## src/rtl/countdown_pkg.sv

```systemverilog
// countdown_pkg: shared types and constants for the hh:mm:ss countdown timer.
//   state_e          - controller states (IDLE, RUN, PAUSED, EXPIRED)
//   HRS_W/MIN_W/SEC_W - field widths of the hours/minutes/seconds registers
//   *_MAX_DEF        - default largest value of each field
package countdown_pkg;

  localparam int HRS_W = 5;
  localparam int MIN_W = 6;
  localparam int SEC_W = 6;

  localparam logic [HRS_W-1:0] HRS_MAX_DEF = 5'd23;
  localparam logic [MIN_W-1:0] MIN_MAX_DEF = 6'd59;
  localparam logic [SEC_W-1:0] SEC_MAX_DEF = 6'd59;

  typedef enum logic [1:0] {
    IDLE    = 2'd0,
    RUN     = 2'd1,
    PAUSED  = 2'd2,
    EXPIRED = 2'd3
  } state_e;

endpackage

```

## src/rtl/countdown_timer_if.sv

```systemverilog
// countdown_timer_if: control and status bundle of the countdown timer.
//   tick, load, load_hrs/min/sec, start, pause : controls into the timer
//   hrs, min, sec, running, expired, done      : registered status out of it
//   modport master - the controlling side; modport slave - the timer.
interface countdown_timer_if;
  import countdown_pkg::*;

  logic             tick;
  logic             load;
  logic [HRS_W-1:0] load_hrs;
  logic [MIN_W-1:0] load_min;
  logic [SEC_W-1:0] load_sec;
  logic             start;
  logic             pause;
  logic [HRS_W-1:0] hrs;
  logic [MIN_W-1:0] min;
  logic [SEC_W-1:0] sec;
  logic             running;
  logic             expired;
  logic             done;

  modport master (
    output tick, load, load_hrs, load_min, load_sec, start, pause,
    input  hrs, min, sec, running, expired, done
  );

  modport slave (
    input  tick, load, load_hrs, load_min, load_sec, start, pause,
    output hrs, min, sec, running, expired, done
  );

endinterface

```

## src/rtl/countdown_timer_hms_dec.sv

```systemverilog
// hms_dec: combinational one-second decrement of an hh:mm:ss value.
//   hrs/min/sec          in  - current value
//   hrs_dec/min_dec/sec_dec out - value one second earlier (borrowing upward)
//   zero_next            out - decremented value is 00:00:00
// A 00:00:00 input passes through unchanged; the caller never decrements it.
module hms_dec
  import countdown_pkg::*;
#(
  parameter logic [MIN_W-1:0] MIN_MAX = MIN_MAX_DEF,
  parameter logic [SEC_W-1:0] SEC_MAX = SEC_MAX_DEF
) (
  input  logic [HRS_W-1:0] hrs,
  input  logic [MIN_W-1:0] min,
  input  logic [SEC_W-1:0] sec,
  output logic [HRS_W-1:0] hrs_dec,
  output logic [MIN_W-1:0] min_dec,
  output logic [SEC_W-1:0] sec_dec,
  output logic             zero_next
);

  // Borrow chain: seconds first, then minutes, then hours.
  always_comb begin
    hrs_dec = hrs;
    min_dec = min;
    sec_dec = sec;
    if (sec != {SEC_W{1'b0}}) begin
      sec_dec = sec - 6'd1;
    end else if (min != {MIN_W{1'b0}}) begin
      sec_dec = SEC_MAX;
      min_dec = min - 6'd1;
    end else if (hrs != {HRS_W{1'b0}}) begin
      sec_dec = SEC_MAX;
      min_dec = MIN_MAX;
      hrs_dec = hrs - 5'd1;
    end else begin
      sec_dec = sec;
    end
  end

  // Flag the decrement that lands on zero so the controller can expire.
  always_comb begin
    zero_next = (hrs_dec == {HRS_W{1'b0}}) && (min_dec == {MIN_W{1'b0}}) &&
                (sec_dec == {SEC_W{1'b0}});
  end

endmodule

```

## src/rtl/countdown_timer.sv

```systemverilog
// countdown_timer: hh:mm:ss countdown driven by an external one-second tick.
//   clk  - system clock, all updates on its rising edge
//   rst  - synchronous active-high reset
//   bus  - countdown_timer_if.slave: load/start/pause/tick controls in,
//          registered hrs/min/sec/running/expired/done out
// Per-cycle priority: rst, load, pause, start, tick.
module countdown_timer
  import countdown_pkg::*;
#(
  parameter logic [HRS_W-1:0] HRS_MAX = HRS_MAX_DEF,
  parameter logic [MIN_W-1:0] MIN_MAX = MIN_MAX_DEF,
  parameter logic [SEC_W-1:0] SEC_MAX = SEC_MAX_DEF
) (
  input logic              clk,
  input logic              rst,
  countdown_timer_if.slave bus
);

  state_e           state_r, state_nxt_s;
  logic [HRS_W-1:0] hrs_r, hrs_nxt_s, hrs_dec_s;
  logic [MIN_W-1:0] min_r, min_nxt_s, min_dec_s;
  logic [SEC_W-1:0] sec_r, sec_nxt_s, sec_dec_s;
  logic             zero_next_s;
  logic             cur_zero_s;
  logic             dec_en_s;
  logic             done_r, done_nxt_s;
  logic             running_r, expired_r;

  hms_dec #(
    .MIN_MAX (MIN_MAX),
    .SEC_MAX (SEC_MAX)
  ) u_dec (
    .hrs       (hrs_r),
    .min       (min_r),
    .sec       (sec_r),
    .hrs_dec   (hrs_dec_s),
    .min_dec   (min_dec_s),
    .sec_dec   (sec_dec_s),
    .zero_next (zero_next_s)
  );

  // Qualifiers: a tick only counts in RUN when nothing of higher priority is active.
  always_comb begin
    cur_zero_s = (hrs_r == {HRS_W{1'b0}}) && (min_r == {MIN_W{1'b0}}) &&
                 (sec_r == {SEC_W{1'b0}});
    dec_en_s   = (state_r == RUN) && bus.tick && !bus.pause && !bus.load;
  end

  // State register.
  always_ff @(posedge clk) begin
    if (rst) begin
      state_r <= IDLE;
    end else begin
      state_r <= state_nxt_s;
    end
  end

  // Next-state logic.
  always_comb begin
    state_nxt_s = state_r;
    if (bus.load) begin
      state_nxt_s = IDLE;
    end else if (bus.pause) begin
      // Pause only matters in RUN; it also masks start in every state.
      if (state_r == RUN) begin
        state_nxt_s = PAUSED;
      end else begin
        state_nxt_s = state_r;
      end
    end else if (dec_en_s && zero_next_s) begin
      state_nxt_s = EXPIRED;
    end else if (bus.start) begin
      case (state_r)
        IDLE:    state_nxt_s = cur_zero_s ? EXPIRED : RUN;
        PAUSED:  state_nxt_s = RUN;
        RUN:     state_nxt_s = RUN;
        EXPIRED: state_nxt_s = EXPIRED;
        default: state_nxt_s = IDLE;
      endcase
    end else begin
      state_nxt_s = state_r;
    end
  end

  // Output/datapath next values: clamped load, decrement, or hold.
  always_comb begin
    hrs_nxt_s = hrs_r;
    min_nxt_s = min_r;
    sec_nxt_s = sec_r;
    if (bus.load) begin
      hrs_nxt_s = (bus.load_hrs > HRS_MAX) ? HRS_MAX : bus.load_hrs;
      min_nxt_s = (bus.load_min > MIN_MAX) ? MIN_MAX : bus.load_min;
      sec_nxt_s = (bus.load_sec > SEC_MAX) ? SEC_MAX : bus.load_sec;
    end else if (dec_en_s) begin
      hrs_nxt_s = hrs_dec_s;
      min_nxt_s = min_dec_s;
      sec_nxt_s = sec_dec_s;
    end else begin
      hrs_nxt_s = hrs_r;
    end
    // EXPIRED can only be entered from another state, so entry marks the pulse.
    done_nxt_s = (state_nxt_s == EXPIRED) && (state_r != EXPIRED);
  end

  // Registered time value and status flags.
  always_ff @(posedge clk) begin
    if (rst) begin
      hrs_r     <= {HRS_W{1'b0}};
      min_r     <= {MIN_W{1'b0}};
      sec_r     <= {SEC_W{1'b0}};
      done_r    <= 1'b0;
      running_r <= 1'b0;
      expired_r <= 1'b0;
    end else begin
      hrs_r     <= hrs_nxt_s;
      min_r     <= min_nxt_s;
      sec_r     <= sec_nxt_s;
      done_r    <= done_nxt_s;
      running_r <= (state_nxt_s == RUN);
      expired_r <= (state_nxt_s == EXPIRED);
    end
  end

  assign bus.hrs     = hrs_r;
  assign bus.min     = min_r;
  assign bus.sec     = sec_r;
  assign bus.running = running_r;
  assign bus.expired = expired_r;
  assign bus.done    = done_r;

endmodule
```

## src/flat_wrapper.sv

```systemverilog
// flat-port wrapper written by rule: the top's interface ports become plain ports
module countdown_timer_flat import countdown_pkg::*;
#(
  parameter logic [HRS_W-1:0] HRS_MAX = HRS_MAX_DEF,
  parameter logic [MIN_W-1:0] MIN_MAX = MIN_MAX_DEF,
  parameter logic [SEC_W-1:0] SEC_MAX = SEC_MAX_DEF
)
  (clk, rst, bus_tick, bus_load, bus_load_hrs, bus_load_min, bus_load_sec, bus_start, bus_pause, bus_hrs, bus_min, bus_sec, bus_running, bus_expired, bus_done);
  countdown_timer_if bus_i ();
  input logic clk;
  input logic rst;
  input wire logic [$bits(bus_i.tick)-1:0] bus_tick;
  input wire logic [$bits(bus_i.load)-1:0] bus_load;
  input wire logic [$bits(bus_i.load_hrs)-1:0] bus_load_hrs;
  input wire logic [$bits(bus_i.load_min)-1:0] bus_load_min;
  input wire logic [$bits(bus_i.load_sec)-1:0] bus_load_sec;
  input wire logic [$bits(bus_i.start)-1:0] bus_start;
  input wire logic [$bits(bus_i.pause)-1:0] bus_pause;
  output wire logic [$bits(bus_i.hrs)-1:0] bus_hrs;
  output wire logic [$bits(bus_i.min)-1:0] bus_min;
  output wire logic [$bits(bus_i.sec)-1:0] bus_sec;
  output wire logic [$bits(bus_i.running)-1:0] bus_running;
  output wire logic [$bits(bus_i.expired)-1:0] bus_expired;
  output wire logic [$bits(bus_i.done)-1:0] bus_done;
  assign bus_i.tick = bus_tick;
  assign bus_i.load = bus_load;
  assign bus_i.load_hrs = bus_load_hrs;
  assign bus_i.load_min = bus_load_min;
  assign bus_i.load_sec = bus_load_sec;
  assign bus_i.start = bus_start;
  assign bus_i.pause = bus_pause;
  assign bus_hrs = bus_i.hrs;
  assign bus_min = bus_i.min;
  assign bus_sec = bus_i.sec;
  assign bus_running = bus_i.running;
  assign bus_expired = bus_i.expired;
  assign bus_done = bus_i.done;
  countdown_timer #(.HRS_MAX(HRS_MAX), .MIN_MAX(MIN_MAX), .SEC_MAX(SEC_MAX)) u_core (.clk(clk), .rst(rst), .bus(bus_i));
endmodule
```

## config.mk

```make
export PLATFORM = sky130hd
export DESIGN_NAME = countdown_timer_flat
export DESIGN_NICKNAME = d
export VERILOG_FILES = /design/src/rtl/countdown_pkg.sv /design/src/rtl/countdown_timer_if.sv /design/src/rtl/countdown_timer_hms_dec.sv /design/src/rtl/countdown_timer.sv /design/src/flat_wrapper.sv
export SDC_FILE = /design/constraint.sdc
export NUM_CORES = 1
export LEC_CHECK = 0
export BUFFER_PORTS_ARGS = -buffer_cell sky130_fd_sc_hd__buf_2
export CAP_MARGIN = 20
export CORE_UTILIZATION = 50
export DETAILED_ROUTE_END_ITERATION = 12
export PLACE_DENSITY = 0.76
export SYNTH_ARGS = -nofsm -noshare
export SYNTH_HDL_FRONTEND = slang
export SYNTH_SLANG_ARGS = --single-unit
```

## constraint.sdc

```tcl
create_clock -name clk -period 2.94 [get_ports clk]
set_input_delay 0.588 -clock clk [delete_from_list [all_inputs] [get_ports clk]]
set_output_delay 0.588 -clock clk [all_outputs]
set_load 0.01 [all_outputs]
```

==> flow_metrics.env, run 1 <==
export IMPL_yosys_warnings=0
export IMPL_cts_buffers=3
export IMPL_area_growth_pct=13.3
export IMPL_cts_setup_buffers=0
export IMPL_cts_resized=0
export IMPL_period_share=0.909
export IMPL_path_class="reg2reg"
export IMPL_hold_viol_final=0
export IMPL_cts_root_buf="clkbuf_4"
export IMPL_cpLargestDelayFamily="compound AO/OA/AOI/OAI gates"
export IMPL_postRouteAntennaNets=0
export IMPL_finalSetupTns_ns=0
export IMPL_cp_start_kind="flop"
export IMPL_ys_flop_type="dfxtp_1"
export IMPL_cts_clk_slew_worst_paths_ns=0.13
export IMPL_viasPerCell=5.79
export IMPL_yosys_area_top_type_share=0.259
export IMPL_power_leakage_nw=0.801
export IMPL_cts_sinks=22
export IMPL_synth_seq_cells=22
export IMPL_drt_total_wl_um=4450
export IMPL_vias=1773
export IMPL_wl_per_cell_um=14.5
export IMPL_status="complete, no violations"
export IMPL_netlist_instances=225
export IMPL_worst_pin_slew_ns=0.609
export IMPL_hp_class="in2reg"
export IMPL_setup_viol_count_final=0
export IMPL_drtPass1Iterations=4
export IMPL_cpPeakStageDelay_ns=0.47
export IMPL_fmax_mhz=374
export IMPL_avgSynthCellArea_sq_um=7.55
export IMPL_final_layout_size_suffix_gt1_frac=0.263
export IMPL_power_mw=0.746
export IMPL_synth_edff_count=0
export IMPL_dieArea_sq_mm=0.00363
export IMPL_core_area_sq_mm=0.00313
export IMPL_io_buffers=42
export IMPL_dpl_hpwl_um=3290
export IMPL_antenna_found_initial=0
export IMPL_maxCapViolCount=0
export IMPL_placedCellCount=303
export IMPL_slew_headroom=0.594
export IMPL_rr_startpoint="u_core.bus.min[0]$_SDFFE_PP0P_"
export IMPL_rows=20
export IMPL_die_h_um=60.3
export IMPL_grt_first_pass_wirelength_um=7160
export IMPL_end_kind="flop"
export IMPL_rsz0062_at_grt="no"
export IMPL_cp_startpoint="u_core.bus.min[0]$_SDFFE_PP0P_"
export IMPL_grt_max_degree=36
export IMPL_holdWs_ns=0.508
export IMPL_overflow=0
export IMPL_path_buf_inv=1
export IMPL_place_gp_congestion=0.960
export IMPL_syn_area_sq_mm=0.00170
export IMPL_cts_tree="built"
export IMPL_crit_required_ns=3.20
export IMPL_worstSkewPairLatency_ns=0.32
export IMPL_path_max_fanout=8
export IMPL_grt_pass1_vias=1461
export IMPL_synthesis_nets=251
export IMPL_cts_buffer_depth=2
export IMPL_initial_utilization=0.543
export IMPL_grt_usage=0.260
export IMPL_chipWidth_um=60.3
export IMPL_hold_buffers=0
export IMPL_finClkSkew_ns=0.00570
export IMPL_min_from="bus_load_min[5]"
export IMPL_io_pins=43
export IMPL_final_cells=306
export IMPL_drtIter0Drc=137
export IMPL_diodes=0
export IMPL_cts_max_level=1
export IMPL_synth_cell_types=56
export IMPL_fin_nets=290
export IMPL_irDropWorstVdd_mv=0.178
export IMPL_synth_area_leader_cell="dfxtp_1"
export IMPL_layout_min_cycle_time_ns=2.67
export IMPL_synth_area_leaders="dfxtp_1 26%, nor2_1 9.1%, a21oi_1 8.0%, nor3_1 3.8%, nand2_1 3.3%"
export IMPL_cp_slowest_cell="dfxtp_1"
export IMPL_synthArstFlopShare=0
export IMPL_yosysSeqAreaShare=0.259
export IMPL_drv_slew=0
export IMPL_worstPathArrival_ns=2.93
export IMPL_crit_chain="inv_1, ha_1, nor3b_4, and2_0, a311oi_1, a31oi_1, a2111oi_2, a41oi_2, a211oi_2"
export IMPL_power_density_mw_per_mm2=388
export IMPL_post_route_drc_count=0
==> layout make-up <==
| type | instances | area, sq um |
|---|---|---|
| well taps | 44 | 55.1 |
| repair buffers | 46 | 240 |
| fillers | 311 | 1200 |
| inverters | 11 | 41.3 |
| flip-flops and latches | 22 | 440 |
| multi-input cells | 180 | 1120 |
| clock buffers | 3 | 22.5 |
==> cell usage in the layout, fill, tap and decap left out, types with 3 or more instances in the layout <==
cell / count
mux2i_1: 5
ha_1: 3
buf_2: 42
a21oi_1: 27
nor3_1: 13
clkbuf_4: 3
a31oi_1: 5
buf_4: 4
a211oi_1: 4
nand3_1: 9
inv_1: 11
or2_2: 3
nor2_1: 41
o21ai_0: 10
dfxtp_1: 22
nand2_1: 15
==> synth_stat cells, drive strengths merged, types with 2 or more instances <==
cell     count
inv         11
nor4         2
a2111oi      3
o31ai        2
mux2         2
a41oi        2
nand3       10
dfxtp       22
nor3        14
nor3b        2
nand2       15
a311oi       2
clkbuf       9
and2         2
or3b         2
mux2i        5
nor2        42
a211oi       5
a21oi       27
o21ai       10
or2          3
o22ai        2
ha           3
nand4        2
a31oi        5
buf          3
a211o        2
==> logic make-up after synthesis <==
group,Yosys count,synth area share
buf+inv,23,0.0781
mux,7,0.0427
flops,22,0.259
xor+xnor,1,0.00516
compound gates,68,0.280
simple gates,101,0.312
fa+ha+maj,3,0.0221
==> final timing paths <==
path | slack (ns) | cells past startpoint | endpoint
min reg2reg | 0.56 | 1 | u_core.bus.done$_SDFF_PP0_
max | 0.27 | 9 | u_core.bus.done$_SDFF_PP0_
min | 0.51 | 3 | u_core.bus.min[5]$_SDFFE_PP0P_
max reg2reg | 0.27 | 9 | u_core.bus.done$_SDFF_PP0_
==> registers in the layout, indices dropped and copies added (netlist names) <==
name                count
u_core.bus.expired      1
u_core.bus.done         1
u_core.bus.hrs          5
u_core.bus.sec          6
u_core.bus.running      1
u_core.bus.min          6
u_core.state_r          2
==> per-layer routing <==
layer,track usage,vias to the layer above,wire length (um)
li1,-,898,-
met1,0.396,798,2120
met2,0.389,71,1980
met3,0.0281,6,303
met4,0.0465,0,44
met5,0,-,0
==> worst reg2reg max path, delay by kind of cell (launching register included) <==
kind                     cells  cell delay (ns)
AO/OA/AOI/OAI                5             1.26
adder cells (fa/ha/maj)      1             0.29
buffers and inverters        1             0.11
flip-flops                   1             0.47
AND/OR/NAND/NOR              2             0.49
==> power breakdown <==
| part | switching [mW] | leakage [nW] | internal (mW) |
|---|---|---|---|
| registers | 0.0299 | 0.181 | 0.314 |
| clock network | 0.101 | 0.0138 | 0.0480 |
| logic | 0.147 | 0.606 | 0.106 |
==> metrics by stage <==
stage               utilization  area (sq um)  setup WS, ns
detailed placement        0.608          1900         0.337
CTS                       0.615          1920         0.303
finish                    0.615          1920         0.268
global route              0.615          1920         0.103
floorplan                     -          1700         0.531
global placement          0.608          1900         0.336
Power figures use the tool's default switching activity.
==> inputs of run 2 (changes only) <==
--- a/config.mk
+++ b/config.mk
@@ -5,6 +5,7 @@
 export SDC_FILE = /design/constraint.sdc
 export NUM_CORES = 1
 export LEC_CHECK = 0
+export ABC_AREA = 1
 export BUFFER_PORTS_ARGS = -buffer_cell sky130_fd_sc_hd__buf_2
 export CAP_MARGIN = 20
 export CORE_UTILIZATION = 50
==> run 2 against run 1 <==
Register-to-register slack improved by 0.46 ns. Clock skew increased by 0.0024 ns. Final area decreased by 0.91%. Via count increased by 1.3%. Clock power decreased by 7%.
==> flow_metrics.env, run 2 <==
export IMPL_cpPeakStageDelay_ns=0.36
export IMPL_finalSetupTns_ns=0
export IMPL_layout_min_cycle_time_ns=2.21
export IMPL_grt_pass1_vias=1516
export IMPL_postRouteAntennaNets=0
export IMPL_seq_area_sq_um=440
export IMPL_cp_start_kind="flop"
export IMPL_grt_max_degree=23
export IMPL_post_route_drc_count=0
export IMPL_synth_area_leaders="dfxtp_1 27%, nand2_1 16%, inv_1 8.5%, a31oi_1 6.5%, nand3_1 6.1%"
export IMPL_min_from="u_core.bus.sec[5]$_SDFFE_PP0P_"
export IMPL_worstSkewPairLatency_ns=0.31
export IMPL_yosysMostFrequentCell="nand2_1"
export IMPL_yosys_warnings=0
export IMPL_multiInputGateArea_sq_mm=0.00101
export IMPL_area_growth_pct=16.3
export IMPL_cts_resized=0
export IMPL_synthesis_nets=286
export IMPL_vias=1796
export IMPL_cts_buffer_depth=2
export IMPL_synth_seq_cells=22
export IMPL_end_kind="flop"
export IMPL_crit_top_cell="nand2_1"
export IMPL_synthArstFlopShare=0
export IMPL_dieArea_sq_mm=0.00351
export IMPL_synth_common_cells="72 x nand2_1, 37 x inv_1, 22 x dfxtp_1, 21 x nor2_1, 20 x nand3_1"
export IMPL_cts_buffers=3
export IMPL_worstPathArrival_ns=2.40
export IMPL_cts_sinks=22
export IMPL_viasPerCell=5.22
export IMPL_cp_startpoint="u_core.bus.sec[0]$_SDFFE_PP0P_"
export IMPL_irDropWorstVdd_mv=0.252
export IMPL_chipWidth_um=59.3
export IMPL_grt_usage=0.242
export IMPL_cts_tree="built"
export IMPL_drv_slew=0
export IMPL_dpl_hpwl_um=3030
export IMPL_r2r_slack_ns=0.73
export IMPL_syn_area_sq_mm=0.00164
export IMPL_path_class="reg2reg"
export IMPL_grt_first_pass_wirelength_um=6610
export IMPL_hold_buffers=0
export IMPL_period_share=0.751
export IMPL_cp_slowest_cell="dfxtp_1"
export IMPL_hold_viol_final=0
export IMPL_path_max_fanout=12
export IMPL_cts_max_level=1
export IMPL_power_mw=0.744
export IMPL_final_cell_mix="72 x nand2_1, 42 x buf_2, 37 x inv_1"
export IMPL_cts_setup_buffers=0
export IMPL_timing_rr_end="u_core.bus.running$_SDFF_PP0_"
export IMPL_fin_nets=328
export IMPL_rows=20
export IMPL_synth_area_leader_cell="dfxtp_1"
export IMPL_finClkSkew_ns=0.00811
export IMPL_power_density_mw_per_mm2=390
export IMPL_status="complete, no violations"
export IMPL_netlist_instances=260
export IMPL_core_area_sq_mm=0.00308
export IMPL_yosys_area_top_type_share=0.269
export IMPL_rsz0062_at_grt="no"
export IMPL_avgSynthCellArea_sq_um=6.30
export IMPL_reg2reg_depth=13
export IMPL_wl_per_cell_um=11.5
export IMPL_slew_headroom=0.692
export IMPL_hold_path_cell_count=2
export IMPL_final_common_cell="nand2_1"
export IMPL_cts_root_buf="clkbuf_4"
export IMPL_place_gp_congestion=0.912
export IMPL_yosysSeqAreaShare=0.269
export IMPL_synth_edff_count=0
export IMPL_final_layout_size_suffix_gt1_frac=0.240
export IMPL_synth_cell_types=32
export IMPL_worst_pin_slew_ns=0.461
export IMPL_diodes=0
export IMPL_fmax_mhz=453
export IMPL_cts_clk_slew_worst_paths_ns=0.11
export IMPL_antenna_found_initial=0
export IMPL_ys_flop_type="dfxtp_1"
export IMPL_setup_viol_count_final=0
export IMPL_io_buffers=42
export IMPL_maxCapViolCount=0
export IMPL_crit_required_ns=3.14
export IMPL_drtPass1Iterations=4
export IMPL_power_leakage_nw=0.962
export IMPL_overflow=0
export IMPL_hp_class="reg2reg"
export IMPL_rr_startpoint="u_core.bus.sec[0]$_SDFFE_PP0P_"
export IMPL_drt_total_wl_um=3940
export IMPL_initial_utilization=0.533
export IMPL_io_pins=43
export IMPL_crit_chain="inv_1, ha_1, nand2_2, nor2_4, nand3_2, xor2_1, nand2_1, nor2_1, nand3_1, nand2_2, nand2_1, nand2_1, nor2_1"
export IMPL_die_h_um=59.3
export IMPL_fillers=318
export IMPL_drtIter0Drc=112
export IMPL_hold_end="u_core.bus.sec[5]$_SDFFE_PP0P_"
[run 2: cell count changes in the layout (fill, tap and decap cells not counted), sizes merged, moves of 7 or more]
cell   delta
nand2    +64
inv      +27
a21oi    -23
nor2     -14
nand3    +13
a31oi    +12
nor3     -11
o21ai     +8
nand4     +7
[run 2: area by class of cell]
class                           instances  area share
Tap cell                               44      0.0289
Clock buffer                            3      0.0118
Sequential cell                        22       0.231
Multi-Input combinational cell        191       0.529
Timing Repair Buffer                   45       0.122
Inverter                               39      0.0774
[run 2: worst max-delay path by stage]
stage | end | slack, ns
final | u_core.bus.running$_SDFF_PP0_ | 0.73
after global routing | u_core.bus.running$_SDFF_PP0_ | 0.42
after CTS | u_core.bus.running$_SDFF_PP0_ | 0.75
after detailed placement | u_core.bus.running$_SDFF_PP0_ | 0.77
after global placement | u_core.bus.running$_SDFF_PP0_ | 0.81
after floorplan | u_core.bus.running$_SDFF_PP0_ | 1.10
[run 2: power breakdown]
part | internal, mW | total [mW] | switching (mW)
logic | 0.0987 | 0.271 | 0.172
registers | 0.314 | 0.334 | 0.0203
clock network | 0.0479 | 0.139 | 0.0910
[run 2: cell families after synthesis]
family                     share of synthesized area
AOI/OAI and AO/OA                              0.150
xor gates and xnor gates                      0.0160
adders and majority gates                     0.0229
buffers and inverters                          0.116
DFF                                            0.269
and+or+nand+nor                                0.427
[run 2: metrics by stage]
stage / hold WS [ns] / cells / util / setup slack, ns / area, sq um
after floorplan: 0.521 / 260 / - / 1.10 / 1640
after global placement: 0.513 / 341 / 0.612 / 0.806 / 1880
after detailed placement: 0.517 / 341 / 0.612 / 0.772 / 1880
after CTS: 0.536 / 344 / 0.620 / 0.754 / 1910
after global routing: 0.539 / 344 / 0.620 / 0.424 / 1910
final: 0.529 / 344 / 0.620 / 0.733 / 1910
[run 2: worst max-delay path: cells and delay by family (launching register included)]
family	cells	cell delay, ns
XOR/XNOR	1	0.22
adder cells (fa/ha/maj)	1	0.25
flip-flops	1	0.36
buffers and inverters	1	0.12
AND/OR/NAND/NOR	10	1.15
[run 2: metal layers]
layer / part of all wire / global-route usage
met5: 0 / 0
met4: 0.0063 / 0.0612
met3: 0.063 / 0.0393
met2: 0.45 / 0.379
met1: 0.48 / 0.345
